### src/rtl/had_sdp_serial_ctrl_if.sv
// Signal bundle between the SDP serial engine (slave) and the host/debug side (master).
// DR_W must match the DR_W of the engine it is bound to.
interface had_sdp_serial_ctrl_if #(
  parameter int DR_W = 32
);
  logic            tms_i;
  logic            tms_o;
  logic            tms_oe;
  logic            rd_req;
  logic            rd_sel;
  logic [DR_W-1:0] rd_data;
  logic            wr_ir_vld;
  logic            wr_dr_vld;
  logic [DR_W-1:0] wr_data;
  logic            parity_err;
  logic            line_rst;
  logic            busy;

  modport slave (
    input  tms_i, rd_data,
    output tms_o, tms_oe, rd_req, rd_sel, wr_ir_vld, wr_dr_vld,
           wr_data, parity_err, line_rst, busy
  );

  modport master (
    output tms_i, rd_data,
    input  tms_o, tms_oe, rd_req, rd_sel, wr_ir_vld, wr_dr_vld,
           wr_data, parity_err, line_rst, busy
  );
endinterface

### src/rtl/had_sdp_serial_ctrl.sv
// Single-wire debug (SDP) serial engine: decodes host frames on TMS, commits
// IR/DR writes, returns IR/DR reads, and reports parity errors and line resets.
module had_sdp_serial_ctrl #(
  parameter int IR_W     = 8,
  parameter int DR_W     = 32,
  parameter int TRN_CYC  = 1,
  parameter int SYNC_CNT = 80,
  parameter int PAR_ODD  = 1
) (
  input  logic                 i_tclk,
  input  logic                 i_trst,
  had_sdp_serial_ctrl_if.slave bus
);
  localparam int   CNT_W      = $clog2(DR_W + 4);
  localparam int   SYNC_W     = $clog2(SYNC_CNT + 1);
  localparam logic LP_PAR_ODD = (PAR_ODD != 0);

  typedef enum logic [3:0] {
    ST_IDLE  = 4'd0,
    ST_RW    = 4'd1,
    ST_SEL   = 4'd2,
    ST_TRN1  = 4'd3,
    ST_WDATA = 4'd4,
    ST_WPAR  = 4'd5,
    ST_RDATA = 4'd6,
    ST_RPAR  = 4'd7,
    ST_TRN2  = 4'd8
  } state_t;

  // Parity bit that goes with a data word (odd or even sense).
  function automatic logic f_par(input logic [DR_W-1:0] d);
    return (^d) ^ LP_PAR_ODD;
  endfunction

  // Keeps the low IR_W bits for IR frames, the whole word for DR frames.
  function automatic logic [DR_W-1:0] f_mask(input logic sel);
    logic [DR_W-1:0] m;
    for (int i = 0; i < DR_W; i++) begin
      m[i] = sel || (i < IR_W);
    end
    return m;
  endfunction

  state_t            r_state;
  logic              r_rw;
  logic              r_sel;
  logic [CNT_W-1:0]  r_cnt;
  logic [DR_W-1:0]   r_shift;
  logic              r_par;
  logic [SYNC_W-1:0] r_sync;
  logic              r_tms_o;
  logic              r_tms_oe;
  logic              r_rd_req;
  logic              r_wr_ir_vld;
  logic              r_wr_dr_vld;
  logic [DR_W-1:0]   r_wr_data;
  logic              r_parity_err;
  logic              r_line_rst;

  logic [CNT_W-1:0]  w_len;
  logic              w_last_trn;
  logic              w_last_bit;
  logic              w_sync_hit;
  logic [DR_W-1:0]   w_rd_word;

  assign w_len      = r_sel ? CNT_W'(DR_W) : CNT_W'(IR_W);
  assign w_last_trn = (r_cnt == CNT_W'(TRN_CYC - 1));
  assign w_last_bit = (r_cnt == (w_len - CNT_W'(1)));
  assign w_sync_hit = bus.tms_i && !r_tms_oe && (r_sync == SYNC_W'(SYNC_CNT - 1));
  assign w_rd_word  = bus.rd_data & f_mask(r_sel);

  // Frame FSM with all outputs registered; line reset overrides every transition.
  always_ff @(posedge i_tclk or posedge i_trst) begin
    if (i_trst) begin
      r_state      <= ST_IDLE;
      r_rw         <= 1'b0;
      r_sel        <= 1'b0;
      r_cnt        <= '0;
      r_shift      <= '0;
      r_par        <= 1'b0;
      r_sync       <= '0;
      r_tms_o      <= 1'b1;
      r_tms_oe     <= 1'b0;
      r_rd_req     <= 1'b0;
      r_wr_ir_vld  <= 1'b0;
      r_wr_dr_vld  <= 1'b0;
      r_wr_data    <= '0;
      r_parity_err <= 1'b0;
      r_line_rst   <= 1'b0;
    end else begin
      r_wr_ir_vld  <= 1'b0;
      r_wr_dr_vld  <= 1'b0;
      r_parity_err <= 1'b0;
      r_line_rst   <= 1'b0;
      r_tms_o      <= 1'b1;
      r_tms_oe     <= 1'b0;
      if (bus.tms_i && !r_tms_oe) begin
        r_sync <= r_sync + SYNC_W'(1);
      end else begin
        r_sync <= '0;
      end

      if (w_sync_hit) begin
        r_line_rst <= 1'b1;
        r_state    <= ST_IDLE;
        r_sync     <= '0;
        r_cnt      <= '0;
        r_rd_req   <= 1'b0;
      end else begin
        case (r_state)
          ST_IDLE: begin
            if (!bus.tms_i) begin
              r_state <= ST_RW;
            end else begin
              r_state <= ST_IDLE;
            end
          end
          ST_RW: begin
            r_rw    <= bus.tms_i;
            r_state <= ST_SEL;
          end
          ST_SEL: begin
            r_sel    <= bus.tms_i;
            r_cnt    <= '0;
            r_shift  <= '0;
            r_rd_req <= r_rw;
            r_state  <= ST_TRN1;
          end
          ST_TRN1: begin
            if (w_last_trn) begin
              r_cnt    <= '0;
              r_rd_req <= 1'b0;
              if (r_rw) begin
                r_shift <= w_rd_word;
                r_par   <= f_par(w_rd_word);
                r_state <= ST_RDATA;
              end else begin
                r_state <= ST_WDATA;
              end
            end else begin
              r_cnt <= r_cnt + CNT_W'(1);
            end
          end
          ST_WDATA: begin
            r_shift <= r_shift | (DR_W'(bus.tms_i) << r_cnt);
            if (w_last_bit) begin
              r_cnt   <= '0;
              r_state <= ST_WPAR;
            end else begin
              r_cnt <= r_cnt + CNT_W'(1);
            end
          end
          ST_WPAR: begin
            if (bus.tms_i == f_par(r_shift)) begin
              r_wr_data   <= r_shift;
              r_wr_dr_vld <= r_sel;
              r_wr_ir_vld <= !r_sel;
            end else begin
              r_parity_err <= 1'b1;
            end
            r_cnt   <= '0;
            r_state <= ST_TRN2;
          end
          ST_RDATA: begin
            r_tms_oe <= 1'b1;
            r_tms_o  <= r_shift[0];
            r_shift  <= r_shift >> 1;
            if (w_last_bit) begin
              r_cnt   <= '0;
              r_state <= ST_RPAR;
            end else begin
              r_cnt <= r_cnt + CNT_W'(1);
            end
          end
          ST_RPAR: begin
            r_tms_oe <= 1'b1;
            r_tms_o  <= r_par;
            r_cnt    <= '0;
            r_state  <= ST_TRN2;
          end
          ST_TRN2: begin
            if (w_last_trn) begin
              r_cnt   <= '0;
              r_state <= ST_IDLE;
            end else begin
              r_cnt <= r_cnt + CNT_W'(1);
            end
          end
          default: begin
            r_cnt    <= '0;
            r_rd_req <= 1'b0;
            r_state  <= ST_IDLE;
          end
        endcase
      end
    end
  end

  assign bus.tms_o      = r_tms_o;
  assign bus.tms_oe     = r_tms_oe;
  assign bus.rd_req     = r_rd_req;
  assign bus.rd_sel     = r_sel;
  assign bus.wr_ir_vld  = r_wr_ir_vld;
  assign bus.wr_dr_vld  = r_wr_dr_vld;
  assign bus.wr_data    = r_wr_data;
  assign bus.parity_err = r_parity_err;
  assign bus.line_rst   = r_line_rst;
  assign bus.busy       = (r_state != ST_IDLE);
endmodule
### src/flat_wrapper.sv
// flat-port wrapper written by rule: the top's interface ports become plain ports
module had_sdp_serial_ctrl_flat 
#(
  parameter int IR_W     = 8,
  parameter int DR_W     = 32,
  parameter int TRN_CYC  = 1,
  parameter int SYNC_CNT = 80,
  parameter int PAR_ODD  = 1
)
  (i_tclk, i_trst, bus_tms_i, bus_rd_data, bus_tms_o, bus_tms_oe, bus_rd_req, bus_rd_sel, bus_wr_ir_vld, bus_wr_dr_vld, bus_wr_data, bus_parity_err, bus_line_rst, bus_busy);
  had_sdp_serial_ctrl_if #(.DR_W(DR_W)) bus_i ();
  input  logic i_tclk;
  input  logic i_trst;
  input wire logic [$bits(bus_i.tms_i)-1:0] bus_tms_i;
  input wire logic [$bits(bus_i.rd_data)-1:0] bus_rd_data;
  output wire logic [$bits(bus_i.tms_o)-1:0] bus_tms_o;
  output wire logic [$bits(bus_i.tms_oe)-1:0] bus_tms_oe;
  output wire logic [$bits(bus_i.rd_req)-1:0] bus_rd_req;
  output wire logic [$bits(bus_i.rd_sel)-1:0] bus_rd_sel;
  output wire logic [$bits(bus_i.wr_ir_vld)-1:0] bus_wr_ir_vld;
  output wire logic [$bits(bus_i.wr_dr_vld)-1:0] bus_wr_dr_vld;
  output wire logic [$bits(bus_i.wr_data)-1:0] bus_wr_data;
  output wire logic [$bits(bus_i.parity_err)-1:0] bus_parity_err;
  output wire logic [$bits(bus_i.line_rst)-1:0] bus_line_rst;
  output wire logic [$bits(bus_i.busy)-1:0] bus_busy;
  assign bus_i.tms_i = bus_tms_i;
  assign bus_i.rd_data = bus_rd_data;
  assign bus_tms_o = bus_i.tms_o;
  assign bus_tms_oe = bus_i.tms_oe;
  assign bus_rd_req = bus_i.rd_req;
  assign bus_rd_sel = bus_i.rd_sel;
  assign bus_wr_ir_vld = bus_i.wr_ir_vld;
  assign bus_wr_dr_vld = bus_i.wr_dr_vld;
  assign bus_wr_data = bus_i.wr_data;
  assign bus_parity_err = bus_i.parity_err;
  assign bus_line_rst = bus_i.line_rst;
  assign bus_busy = bus_i.busy;
  had_sdp_serial_ctrl #(.IR_W(IR_W), .DR_W(DR_W), .TRN_CYC(TRN_CYC), .SYNC_CNT(SYNC_CNT), .PAR_ODD(PAR_ODD)) u_core (.i_tclk(i_tclk), .i_trst(i_trst), .bus(bus_i));
endmodule
### config.mk
export PLATFORM = sky130hd
export DESIGN_NAME = had_sdp_serial_ctrl_flat
export DESIGN_NICKNAME = d
export VERILOG_FILES = /design/src/rtl/had_sdp_serial_ctrl_if.sv /design/src/rtl/had_sdp_serial_ctrl.sv /design/src/flat_wrapper.sv
export SDC_FILE = /design/constraint.sdc
export NUM_CORES = 1
export LEC_CHECK = 0
export CORE_ASPECT_RATIO = 0.75
export CORE_MARGIN = 1
export CORE_UTILIZATION = 40
export DETAILED_ROUTE_END_ITERATION = 16
export MAX_ROUTING_LAYER = met4
export PLACE_DENSITY = 0.65
export SLEW_MARGIN = 25
export SYNTH_ARGS = -nofsm -noshare
export SYNTH_HDL_FRONTEND = slang
export SYNTH_SLANG_ARGS = --single-unit
export TNS_END_PERCENT = 50
### constraint.sdc
create_clock -name i_tclk -period 2.8 [get_ports i_tclk]
set_clock_uncertainty 0.1 [all_clocks]
set_input_delay 0.42 -clock i_tclk [delete_from_list [all_inputs] [get_ports i_tclk]]
set_output_delay 0.42 -clock i_tclk [all_outputs]
set_load 0.02 [all_outputs]
==> qor.csv <==
metric,value,unit
status,finished clean,
syn_inst,447,
grt_pass1_vias,3807,
syn_nets,485,
io_buffers,75,
drt_iter0_drc,400,
design_area,6300,sq um
total_power,6.57,mW
synth.cell_area,4930,sq um
synth_seq_area_share,0.462,
worst_slack,0.152,ns
htree_levels,3,
arrival,2.77,ns
cts-root-buf,clkbuf_16,
synthAdderAreaFrac,0.00761,
synth_compound_area_frac,0.159,
critPathRequiredTime,2.93,ns
fill_cells,1025,
fin_crit_sh,0.946,
dp_hpwl,8780,microns
rsz0062_at_grt,no,
vias_per_cell,5.46,
cp-end-kind,flop,
final-seq-area,2280,sq um
die_h,98.2,microns
fin_crit,2.65,ns
crit_family,XOR/XNOR gates,
ctsResizeCount,0,
synth_top_family_by_area,compound AO/OA/AOI/OAI gates,
initial_utilization,0.419,
ys_warn_count,0,
hold_path_class,reg -> reg,
drt-pass1-iter-count,7,
ant_nets,0,
dp_slack,-0.208,ns
antenna_cells_inserted,0,
p_leak,2.69,nW
cp_slowest_cell,clkdlybuf4s50_1,
dieWidth,130,microns
drive_gt1_frac,0.148,
crit_top_cell,xnor2_1,
path_clk_slew,0.06,ns
critPathLaunchType,input port,
cts_buffers,9,
routed_wl,12400,microns
synth_cell_type_count,42,
grtUsageTotal,0.215,
cts_tree,yes,
coreArea,11800,sq um
place.gp.congestion,0.881,
clk_latency,0.34,ns
synth_mux_area_frac,0.103,
slew_violations,0,
cts.sinks,91,
crit_chain,clkdlybuf4s50_1 -> xnor2_1 -> xnor2_1 -> xnor2_1 -> xnor3_1 -> xnor2_1 -> nand2_2 -> buf_12 -> mux2_4,
grt_pass1_wl,20400,microns
slowest_delay,0.61,ns
maxCapViolCount,0,
num_rows,34,
fmax,378,MHz
vias,3799,
p_per_area,1040,nW/um^2
ios,76,
area_growth,27.7,%
post_dp_cell_area,5980,sq um
syn_area_per_cell,11.0,sq um
multi_input_area,2510,sq um
final_nets,567,
synth-simple-area-share,0.113,
cts_hold_buffers,0,
worst-setup-path-type,in -> reg,
synth-xor-area-share,0.124,
rr_startpoint,u_core.r_shift[31],
crit_start,bus_tms_i,
hold_viol_final,0,
hold_start,u_core.r_sync[0],
die-area,12800,sq um
tightest_slew,0.851,ns
grt_max_degree,92,
antenna_found_initial,0,
grt_remaining_overflow,0,
drt-wirelength-per-cell,17.8,microns
ys_ff_latch,91,
peakVddDrop,0.408,mV
path_buf_inv,2,
slew_headroom,0.431,
setup-violations-final,0,
critPathMaxFanout,18,
drc,0,
cts_buffer_depth,2,
postCtsSetupRepairBufs,0,
## per-stage QoR
step           TNS (ns)  hold slack, ns  std cells  utilization
2_1_floorplan         0           0.325        447            -
3_3_place_gp      -4.72           0.339        680        0.508
3_5_place_dp      -6.43           0.371        680        0.508
4_1_cts               0           0.380        696        0.535
5_1_grt               0           0.413        696        0.535
6_report              0           0.372        696        0.535
## layout make-up
type,instances,share of cell area
multi-input combinational,322,0.399
sequential,91,0.362
timing repair buffer,97,0.151
clock buffer,10,0.0363
tap,162,0.0322
clock inverter,6,0.0143
inverter,8,0.00536
## synth_stat cells
library cell   n  area share
and3_1         3      0.0038
a211oi_1       2      0.0030
ha_1           3      0.0076
xnor2_2        1      0.0033
or4b_2         1      0.0020
nand2b_1       7      0.0089
nand3b_1       2      0.0030
a221oi_1       2      0.0036
inv_1          8      0.0061
nor2_1        35       0.027
o21bai_1       1      0.0015
a222oi_1      20       0.041
xnor3_1        2      0.0091
xnor2_1       54       0.096
nor3_1        14       0.014
mux2_4        28       0.085
mux2_2         7       0.016
clkbuf_1      20       0.015
a22oi_1        9       0.014
o21a_1         1      0.0015
o21ai_0        5      0.0051
nand3_1        9      0.0091
nand2_2        1      0.0013
o2bb2ai_1     23       0.041
buf_6          3      0.0068
nor2b_1        6      0.0076
a21oi_1       18       0.018
dfrtp_1       90        0.46
and2b_1        1      0.0015
a32oi_1        1      0.0018
o22ai_1       10       0.013
nand2_1       23       0.018
a31oi_1        2      0.0025
nor3b_1        4      0.0061
and2_1         2      0.0025
xor2_1         9       0.016
buf_1          3      0.0023
a22o_1         8       0.014
nor4_1         3      0.0038
or3_1          4      0.0051
mux2i_1        1      0.0020
dfstp_2        1      0.0053
## cells in the final DEF (no fill, tap or decap), types with 4 or more instances in the layout
cell type | Yosys | routed
o21ai_0 | 5 | 5
o22ai_1 | 10 | 10
clkdlybuf4s50_1 | 0 | 75
mux2_4 | 28 | 28
a222oi_1 | 20 | 20
xnor2_1 | 54 | 54
nor3_1 | 14 | 13
or3_1 | 4 | 4
xor2_1 | 9 | 9
inv_1 | 8 | 7
a22o_1 | 8 | 8
a22oi_1 | 9 | 9
mux2_2 | 7 | 7
nand2_1 | 23 | 23
dfrtp_1 | 90 | 90
nand2b_1 | 7 | 7
clkbuf_16 | 0 | 9
o2bb2ai_1 | 23 | 23
a21oi_1 | 18 | 18
nor2b_1 | 6 | 6
nor3b_1 | 4 | 4
nand3_1 | 9 | 9
buf_4 | 0 | 19
nor2_1 | 35 | 35
## final timing paths
path | end | slack [ns] | cells after the start
setup / recovery | u_core.bus.wr_data[0] | 0.15 | 9
hold / removal | u_core.r_sync[0] | 0.37 | 1
setup reg to reg | u_core.bus.wr_data[0] | 0.31 | 8
hold reg to reg | u_core.r_sync[0] | 0.37 | 1
max in group asynchronous | u_core.bus.tms_o | 1.72 | 3
min in group asynchronous | u_core.bus.wr_data[9] | 0.47 | 3
## worst reg2reg max path: stages, from the launching register on
cell     delay (ns)
dfrtp_1        0.47
xnor2_1        0.18
xnor2_1        0.22
xnor2_1        0.15
xnor3_1        0.42
xnor2_1        0.22
nand2_2        0.12
buf_12         0.18
mux2_4         0.31
## logic make-up (layout without fill, tap and decap cells)
| kind of cell | after synthesis | in the layout |
|---|---|---|
| muxes | 36 | 36 |
| and+or+nand+nor | 115 | 115 |
| xor gates and xnor gates | 66 | 66 |
| buffers and inverters | 34 | 121 |
| DFF | 91 | 91 |
| adders and majority gates | 3 | 3 |
| AOI/OAI and AO/OA | 102 | 102 |
## routing by layer
| metal | wire length, microns | global-route usage | vias to the layer above |
|---|---|---|---|
| li1 | - | - | 1804 |
| met1 | 6060 | 0.318 | 1837 |
| met2 | 5350 | 0.295 | 147 |
| met3 | 852 | 0.0422 | 11 |
| met4 | 123 | 0.0626 | 0 |
| met5 | 0 | - | - |
## power breakdown
group	total, mW	switching (mW)	internal (mW)
combinational	3.23	1.66	1.57
clock	1.29	0.509	0.783
sequential	2.05	0.390	1.66
total	6.57	2.56	4.01
## flip-flops by register name, indices dropped and copies added (netlist names)
register and flops:
u_core.bus.line_rst 1, u_core.r_state 4, u_core.bus.rd_sel 1, u_core.bus.tms_oe 1
u_core.r_rw 1, u_core.bus.wr_data 32, u_core.bus.wr_ir_vld 1, u_core.bus.rd_req 1
u_core.bus.wr_dr_vld 1, u_core.r_par 1, u_core.r_shift 32, u_core.bus.tms_o 1
u_core.r_sync 7, u_core.bus.parity_err 1, u_core.r_cnt 6
Power figures use the tool's default switching activity.
